## config.mk

```make
export PLATFORM = sky130hd
export DESIGN_NAME = fpu_bus_sequencer
export DESIGN_NICKNAME = d
export VERILOG_FILES = /design/src/rtl/fpu_bus_sequencer.sv
export SDC_FILE = /design/constraint.sdc
export NUM_CORES = 1
export LEC_CHECK = 0
export CAP_MARGIN = 20
export CORE_MARGIN = 5
export CORE_UTILIZATION = 47
export CTS_BUF_LIST = sky130_fd_sc_hd__clkbuf_8
export DETAILED_ROUTE_END_ITERATION = 12
export GPL_TIMING_DRIVEN = 0
export MAX_ROUTING_LAYER = met4
export PLACE_DENSITY = 0.81
export SYNTH_ARGS = -nofsm -noshare
export SYNTH_HDL_FRONTEND = slang
export SYNTH_SLANG_ARGS = --single-unit
```

## constraint.sdc

```tcl
create_clock -name clk -period 2.65 [get_ports clk]
set_clock_uncertainty 0.15 [all_clocks]
set_input_delay 0.3975 -clock clk [delete_from_list [all_inputs] [get_ports clk]]
set_output_delay 0.3975 -clock clk [all_outputs]
set_load 0.1 [all_outputs]
```

## src/rtl/fpu_bus_sequencer.sv

```systemverilog
// fpu_bus_sequencer: host-side command engine for the 8-bit memory-mapped FPU.
// Accepts one request (A, B, opcode), writes it over the byte bus, starts the
// FPU, waits for cmd_end, reads back the 32-bit result, completes the end_ack
// handshake and presents the result on a valid/ready response port.
// Optional feature macro: FPU_SEQ_TIMEOUT_EN (watchdog on WAIT_END and ACK;
// expiry returns 32'hFFFFFFFF with rsp_err=1).
module fpu_bus_sequencer #(
  parameter int STROBE_CYCLES  = 1,
  parameter int OPCODE_W       = 4,
  parameter int TIMEOUT_CYCLES = 4096
) (
  input  logic                clk,
  input  logic                arst,
  input  logic                req_valid,
  output logic                req_ready,
  input  logic [31:0]         req_a,
  input  logic [31:0]         req_b,
  input  logic [OPCODE_W-1:0] req_op,
  output logic                rsp_valid,
  input  logic                rsp_ready,
  output logic [31:0]         rsp_result,
  output logic                rsp_err,
  output logic                fpu_cs,
  output logic                fpu_rd,
  output logic                fpu_wr,
  output logic [3:0]          fpu_addr,
  output logic [7:0]          fpu_din,
  input  logic [7:0]          fpu_dout,
  input  logic                fpu_cmd_end,
  output logic                fpu_end_ack,
  output logic                seq_busy
);

  typedef enum logic [3:0] {
    IDLE, WR_SETUP, WR_STROBE, WR_HOLD, WAIT_END, RD_SETUP, RD_WAIT, ACK, RESP
  } state_t;

  localparam logic [3:0] STRB_LAST = 4'(STROBE_CYCLES - 1);

  if (STROBE_CYCLES < 1 || STROBE_CYCLES > 15 || OPCODE_W < 1 || OPCODE_W > 8 ||
      TIMEOUT_CYCLES < 1 || TIMEOUT_CYCLES > 65536) begin : g_param_check
    $error("fpu_bus_sequencer: parameter out of range");
  end

  state_t              state;
  logic [31:0]         a_q;
  logic [31:0]         b_q;
  logic [OPCODE_W-1:0] op_q;
  logic [3:0]          idx;
  logic [3:0]          strb_cnt;
  logic                to_fire;

  // Byte placed on the data bus for write register i (opcode zero-extended,
  // start register carries 0).
  function automatic logic [7:0] wr_byte(input logic [3:0]          i,
                                         input logic [31:0]         a,
                                         input logic [31:0]         b,
                                         input logic [OPCODE_W-1:0] op);
    logic [7:0] opx;
    opx = '0;
    opx[OPCODE_W-1:0] = op;
    case (i)
      4'd0:    wr_byte = a[7:0];
      4'd1:    wr_byte = a[15:8];
      4'd2:    wr_byte = a[23:16];
      4'd3:    wr_byte = a[31:24];
      4'd4:    wr_byte = b[7:0];
      4'd5:    wr_byte = b[15:8];
      4'd6:    wr_byte = b[23:16];
      4'd7:    wr_byte = b[31:24];
      4'd8:    wr_byte = opx;
      default: wr_byte = 8'h00;
    endcase
  endfunction

  // Operand capture at request acceptance; data only, no reset needed.
  always_ff @(posedge clk) begin
    if (state == IDLE && req_valid) begin
      a_q  <= req_a;
      b_q  <= req_b;
      op_q <= req_op;
    end
  end

`ifdef FPU_SEQ_TIMEOUT_EN
  logic [15:0] to_cnt;
  logic        to_hit;

  // Watchdog count restarts on every entry to WAIT_END or ACK.
  always_ff @(posedge clk) begin
    if (arst || !(state == WAIT_END || state == ACK)) to_cnt <= '0;
    else                                               to_cnt <= to_cnt + 16'd1;
  end

  assign to_hit  = (to_cnt == 16'(TIMEOUT_CYCLES - 1));
  assign to_fire = to_hit && (((state == WAIT_END) && !fpu_cmd_end) ||
                              ((state == ACK) && fpu_cmd_end));

  // Error flag set by a watchdog expiry, cleared when the response is taken.
  always_ff @(posedge clk) begin
    if (arst)                           rsp_err <= 1'b0;
    else if (to_fire)                   rsp_err <= 1'b1;
    else if (state == RESP && rsp_ready) rsp_err <= 1'b0;
  end
`else
  assign to_fire = 1'b0;
  assign rsp_err = 1'b0;
`endif

  // Main sequencer: all bus and handshake outputs are registered here.
  always_ff @(posedge clk) begin
    if (arst) begin
      state       <= IDLE;
      req_ready   <= 1'b1;
      seq_busy    <= 1'b0;
      fpu_cs      <= 1'b1;
      fpu_rd      <= 1'b1;
      fpu_wr      <= 1'b1;
      fpu_addr    <= 4'd0;
      fpu_din     <= 8'h00;
      fpu_end_ack <= 1'b0;
      rsp_valid   <= 1'b0;
      rsp_result  <= 32'h0;
      idx         <= 4'd0;
      strb_cnt    <= 4'd0;
    end else begin
      case (state)
        IDLE: begin
          if (req_valid) begin
            req_ready <= 1'b0;
            seq_busy  <= 1'b1;
            idx       <= 4'd0;
            fpu_cs    <= 1'b0;
            fpu_wr    <= 1'b1;
            fpu_addr  <= 4'd0;
            fpu_din   <= wr_byte(4'd0, req_a, req_b, req_op);
            state     <= WR_SETUP;
          end
        end
        WR_SETUP: begin
          fpu_wr   <= 1'b0;
          strb_cnt <= 4'd0;
          state    <= WR_STROBE;
        end
        WR_STROBE: begin
          if (strb_cnt == STRB_LAST) begin
            fpu_wr <= 1'b1;
            state  <= WR_HOLD;
          end else begin
            strb_cnt <= strb_cnt + 4'd1;
          end
        end
        WR_HOLD: begin
          if (idx == 4'd9) begin
            fpu_cs <= 1'b1;
            state  <= WAIT_END;
          end else begin
            idx      <= idx + 4'd1;
            fpu_addr <= idx + 4'd1;
            fpu_din  <= wr_byte(idx + 4'd1, a_q, b_q, op_q);
            state    <= WR_SETUP;
          end
        end
        WAIT_END: begin
          if (fpu_cmd_end) begin
            idx      <= 4'd0;
            fpu_cs   <= 1'b0;
            fpu_rd   <= 1'b0;
            fpu_addr <= 4'd9;
            state    <= RD_SETUP;
          end else if (to_fire) begin
            fpu_cs      <= 1'b1;
            fpu_rd      <= 1'b1;
            fpu_wr      <= 1'b1;
            fpu_end_ack <= 1'b0;
            rsp_result  <= 32'hFFFF_FFFF;
            rsp_valid   <= 1'b1;
            state       <= RESP;
          end
        end
        RD_SETUP: begin
          strb_cnt <= 4'd0;
          state    <= RD_WAIT;
        end
        RD_WAIT: begin
          if (strb_cnt == STRB_LAST) begin
            rsp_result[{idx[1:0], 3'b000} +: 8] <= fpu_dout;
            if (idx == 4'd3) begin
              fpu_cs      <= 1'b1;
              fpu_rd      <= 1'b1;
              fpu_end_ack <= 1'b1;
              state       <= ACK;
            end else begin
              idx      <= idx + 4'd1;
              fpu_addr <= fpu_addr + 4'd1;
              state    <= RD_SETUP;
            end
          end else begin
            strb_cnt <= strb_cnt + 4'd1;
          end
        end
        ACK: begin
          if (!fpu_cmd_end) begin
            fpu_end_ack <= 1'b0;
            rsp_valid   <= 1'b1;
            state       <= RESP;
          end else if (to_fire) begin
            fpu_cs      <= 1'b1;
            fpu_rd      <= 1'b1;
            fpu_wr      <= 1'b1;
            fpu_end_ack <= 1'b0;
            rsp_result  <= 32'hFFFF_FFFF;
            rsp_valid   <= 1'b1;
            state       <= RESP;
          end
        end
        RESP: begin
          if (rsp_ready) begin
            rsp_valid <= 1'b0;
            req_ready <= 1'b1;
            seq_busy  <= 1'b0;
            state     <= IDLE;
          end
        end
        default: state <= IDLE;
      endcase
    end
  end

endmodule

```

==> metrics.md <==
| Metric | Value |
|---|---|
| DP Wirelength | `12500 µm` |
| Synth Warn # | `0` |
| Die height | `122.2 µm` |
| Final non-filler cell total | `901` |
| Fraction of the mapped netlist area in adder cells | `2.115%` |
| Post-synthesis sequential area ratio | `55.83%` |
| CTS tree | `yes` |
| First-pass GRT wire length | `about 28000 µm` |
| PwrDens | `608.8 mW/mm²` |
| R2R Path Start | `idx[1]$_SDFFE_PP0P_` |
| Drt pass-1 iters | `8` |
| Commonest register cell after synthesis | `edfxtp_1` |
| Synth Register Bits | `roughly 130` |
| Top-count cell post-synth | `edfxtp_1` |
| Routability cong. | `0.9148` |
| Worst skew pair latency | `around 440 ps` |
| Hold worst-path end | `fpu_end_ack$_SDFFE_PP0P_` |
| Initial Util | `47.47%` |
| Final setup violating endpoints | `0` |
| WL final | `17770 µm` |
| Switching share of power | `28.03%` |
| Clock Sinks | `131` |
| Reg power frac | `between 40 and 50%` |
| Hold Path Stages | `2` |
| Worst-margin pin slew | `between 1000 and 1500 ps` |
| Wire per inst | `19.72 µm` |
| Highest clock rate | `between 0.3 and 0.4 GHz` |
| Multiplexer area fraction after synthesis | `2.136%` |
| Hold Crit Start | `fpu_end_ack$_SDFFE_PP0P_` |
| Clock-pin transition on the worst setup and hold timing paths | `70 ps` |
| Vias post-DR | `5318` |
| Area leader, netlist | `edfxtp_1` |
| Number of synthesized flops with an enable pin | `68` |
| GRT Overall Usage | `between 20% and 30%` |
| Outcome | `finished clean` |
| Distinct cells, synth | `68` |
| MaxCap Viol Count | `0` |
| Largest delay share family, worst path | `compound AO/OA/AOI/OAI gates` |
| Maximum clock insertion buffer count | `2` |
| IO Pins | `133` |
| Post-synthesis compound-gate area fraction | `18.74%` |
| Hold Vio Cnt, Final | `0` |
| Root Driver | `clkbuf_8` |
| Core area | `0.01247 mm²` |
| Worst setup path class | `flop to flop` |
| Min Tclk post-route | `2595 ps` |
| Post-Syn Nets | `~660` |
| Die W | `~120 µm` |
| Internal power | `0.003474 W` |
| Share of the synthesized area in the top cell type | `34.51%` |
| Post-CTS Hold Buffers | `0` |
| RSZ-0062 raised after global routing | `no` |
| Synthesized area | `0.005917 mm²` |
| Clock power frac | `35.7%` |
| FILL cells | `1001` |
| WP data arrival | `2760 ps` |
| Setup TNS Final | `0 ps` |
| Cell Chain, Critical Path | `ha_1 -> buf_2 -> nor2b_1 -> a21oi_2 -> o22ai_1 -> a221oi_1 -> a32oi_1` |
| Vias in the first global route | `5429` |
| Fin crit share | `a little over nine tenths` |
| Pin count of the biggest net entering global routing | `40` |
| Die Area | `0.01493 mm²` |
| Sw power | `0.001353 W` |
| Slew HR | `32.39%` |
| Buffers plus inverters on the worst setup path | `1` |
| H-Tree Depth | `4` |
| Endpoint type of the worst setup path | `flop` |
| CTS Buf Count | `17` |
| Simple-gate share of the synthesized area | `17.13%` |
| Power, Total | `0.004827 W` |
| Post-synth ARST share | `0%` |
| P_leak | `2.720 nW` |
| Synthesis-to-layout area growth | `34.00%` |
| Maximum fanout along the worst path | `10` |
| Layout cells sized above 1 | `9.465%` |
| Initial antenna violation count | `0` |
| I/O Buffers | `130` |
| Hold crit path type | `flop to flop` |
| Worst reg2reg setup slack | `50 ps` |
| Routed vias/inst | `roughly 6` |
| Placed instance count | `slightly below 900` |
| Max incr delay on CP | `450 ps` |
| Core Rows | `~40` |
| Total congestion overflow | `0` |
| Worst setup SP type | `flop` |
| Syn Area/Cell | `about 10 µm²` |
| Hold Slack | `294.6 ps` |
| Worst reg2reg endpoint | `fpu_din[1]$_SDFFE_PP0P_` |
| Peak supply drop | `0.4275 mV` |
| Post-route DRC | `0` |
| Area contributors post-synth | `edfxtp_1 35%, dfxtp_1 21%, a21oi_1 4.6%` |
| CP Data Required Time | `between 2000 and 3000 ps` |
| FF-to-FF path depth | `7` |
| DRT iter0 DRCs | `675` |
| Largest family of logic cells by synthesized area | `compound AO/OA/AOI/OAI gates` |
| Mapped Cells | `564` |
| ANT nets after route | `0` |
| Final slew viol count | `0` |
| Synth top cells by count | `68 x edfxtp_1, 63 x dfxtp_1, 61 x nand2_1` |
| Post-Synth XOR/XNOR Area | `less than 1%` |
| Comb power frac | `15.8%` |
| Nets | `about 800` |
| Ant. Diodes | `0` |
| Slowest CP cell | `a21oi_2` |
[cells in the final DEF (no fill, tap or decap), types with 6 or more instances in the layout]
cell	instances
clkdlybuf4s50_1	128
edfxtp_1	68
nand2_1	61
dfxtp_1	61
a21oi_1	53
nand3_1	50
clkbuf_1	19
o21ai_0	18
clkbuf_8	17
inv_1	16
nor2_1	16
nor3_1	10
a21o_1	9
a222oi_1	9
ha_1	9
a22o_1	8
mux2i_1	7
nor3b_1	7
a22oi_1	7
and2_1	6
nor4_1	6
and3_1	6
a221oi_1	6
o21a_1	6
a32oi_1	6
[cell families after synthesis]
kind of cell | count (synthesis)
and+or+nand+nor | 195
AOI/OAI and AO/OA | 162
DFF | 131
buffers and inverters | 49
muxes | 12
adders and majority gates | 10
xor gates and xnor gates | 4
other | 1
[per-stage QoR]
stage               worst slack [ps]  util (%)  instance area (µm²)
finish                         54.64     63.61                 7929
detailed placement            -604.8     59.65                 7436
global placement              -610.0     59.65                 7436
floorplan                      224.8         -                 5919
global route                   3.812     63.61                 7929
CTS                            3.580     63.46                 7911
[worst register-to-register path: stages, from the launching register on]
cell      delay [ps]
dfxtp_2          390
ha_1             260
buf_2            200
nor2b_1          190
a21oi_2          450
o22ai_1          290
a221oi_1         390
a32oi_1          160
[final cells by class]
type | count | area [µm²] | area share (%)
multi-input cells | 384 | 2454 | 30.95
inverters | 16 | 76.32 | 0.9626
flip-flops and latches | 131 | 3306 | 41.69
well taps | 172 | 215.2 | 2.714
repair buffers | 132 | 1321 | 16.66
clock inverters | 15 | 166.4 | 2.099
clock buffers | 17 | 234.0 | 2.951
repair inverters | 1 | 8.758 | 0.1105
plain buffers | 33 | 147.6 | 1.862
[state kept, by name (all words and copies together) (netlist names), 4 cells and up]
signal	cells
b_q	32
op_q	4
a_q	32
state	4
fpu_din	8
fpu_addr	4
rsp_result	32
strb_cnt	4
idx	4
[what timing repair did]
action,in CTS,in global routing
cloned,1,0
setup buffers,2,0
gates resized for setup,17,8
endpoints found under the setup margin,35,20
pin swaps,2,3
[metal layers]
metal	vias up	track usage (%)	wire length [µm]
li1	2462	-	-
met1	2491	30.44	7127
met2	310	39.30	8552
met3	55	5.989	1596
met4	0	10.92	495
met5	-	-	0
[power by group through the flow]
stage	Clock [W]	Sequential [W]	Combinational, W
floorplan	0	0.00254	0.000278
detailed placement	0	0.00239	0.000726
finish	0.00172	0.00235	0.000761
CTS	0.00174	0.00234	0.000753
global route	0.00184	0.00235	0.000803
global placement	0	0.00238	0.000712
[how the worst max path moves through the flow]
stage | start | slack, ps | endpoint | cells after the start
6_report | idx[1]$_SDFFE_PP0P_ | 50 | fpu_din[1]$_SDFFE_PP0P_ | 7
5_1_grt | idx[1]$_SDFFE_PP0P_ | 4 | fpu_din[1]$_SDFFE_PP0P_ | 7
4_1_cts | fpu_addr[0]$_SDFFE_PP0P_ | 4 | fpu_addr[0] | 1
3_5_place_dp | req_valid | -600 | fpu_din[6]$_SDFFE_PP0P_ | 6
3_3_place_gp | idx[0]$_SDFFE_PP0P_ | -610 | fpu_din[2]$_SDFFE_PP0P_ | 9
2_1_floorplan | state[1]$_SDFFE_PP0P_ | 220 | fpu_din[6]$_SDFFE_PP0P_ | 7
Power figures use the tool's default switching activity.
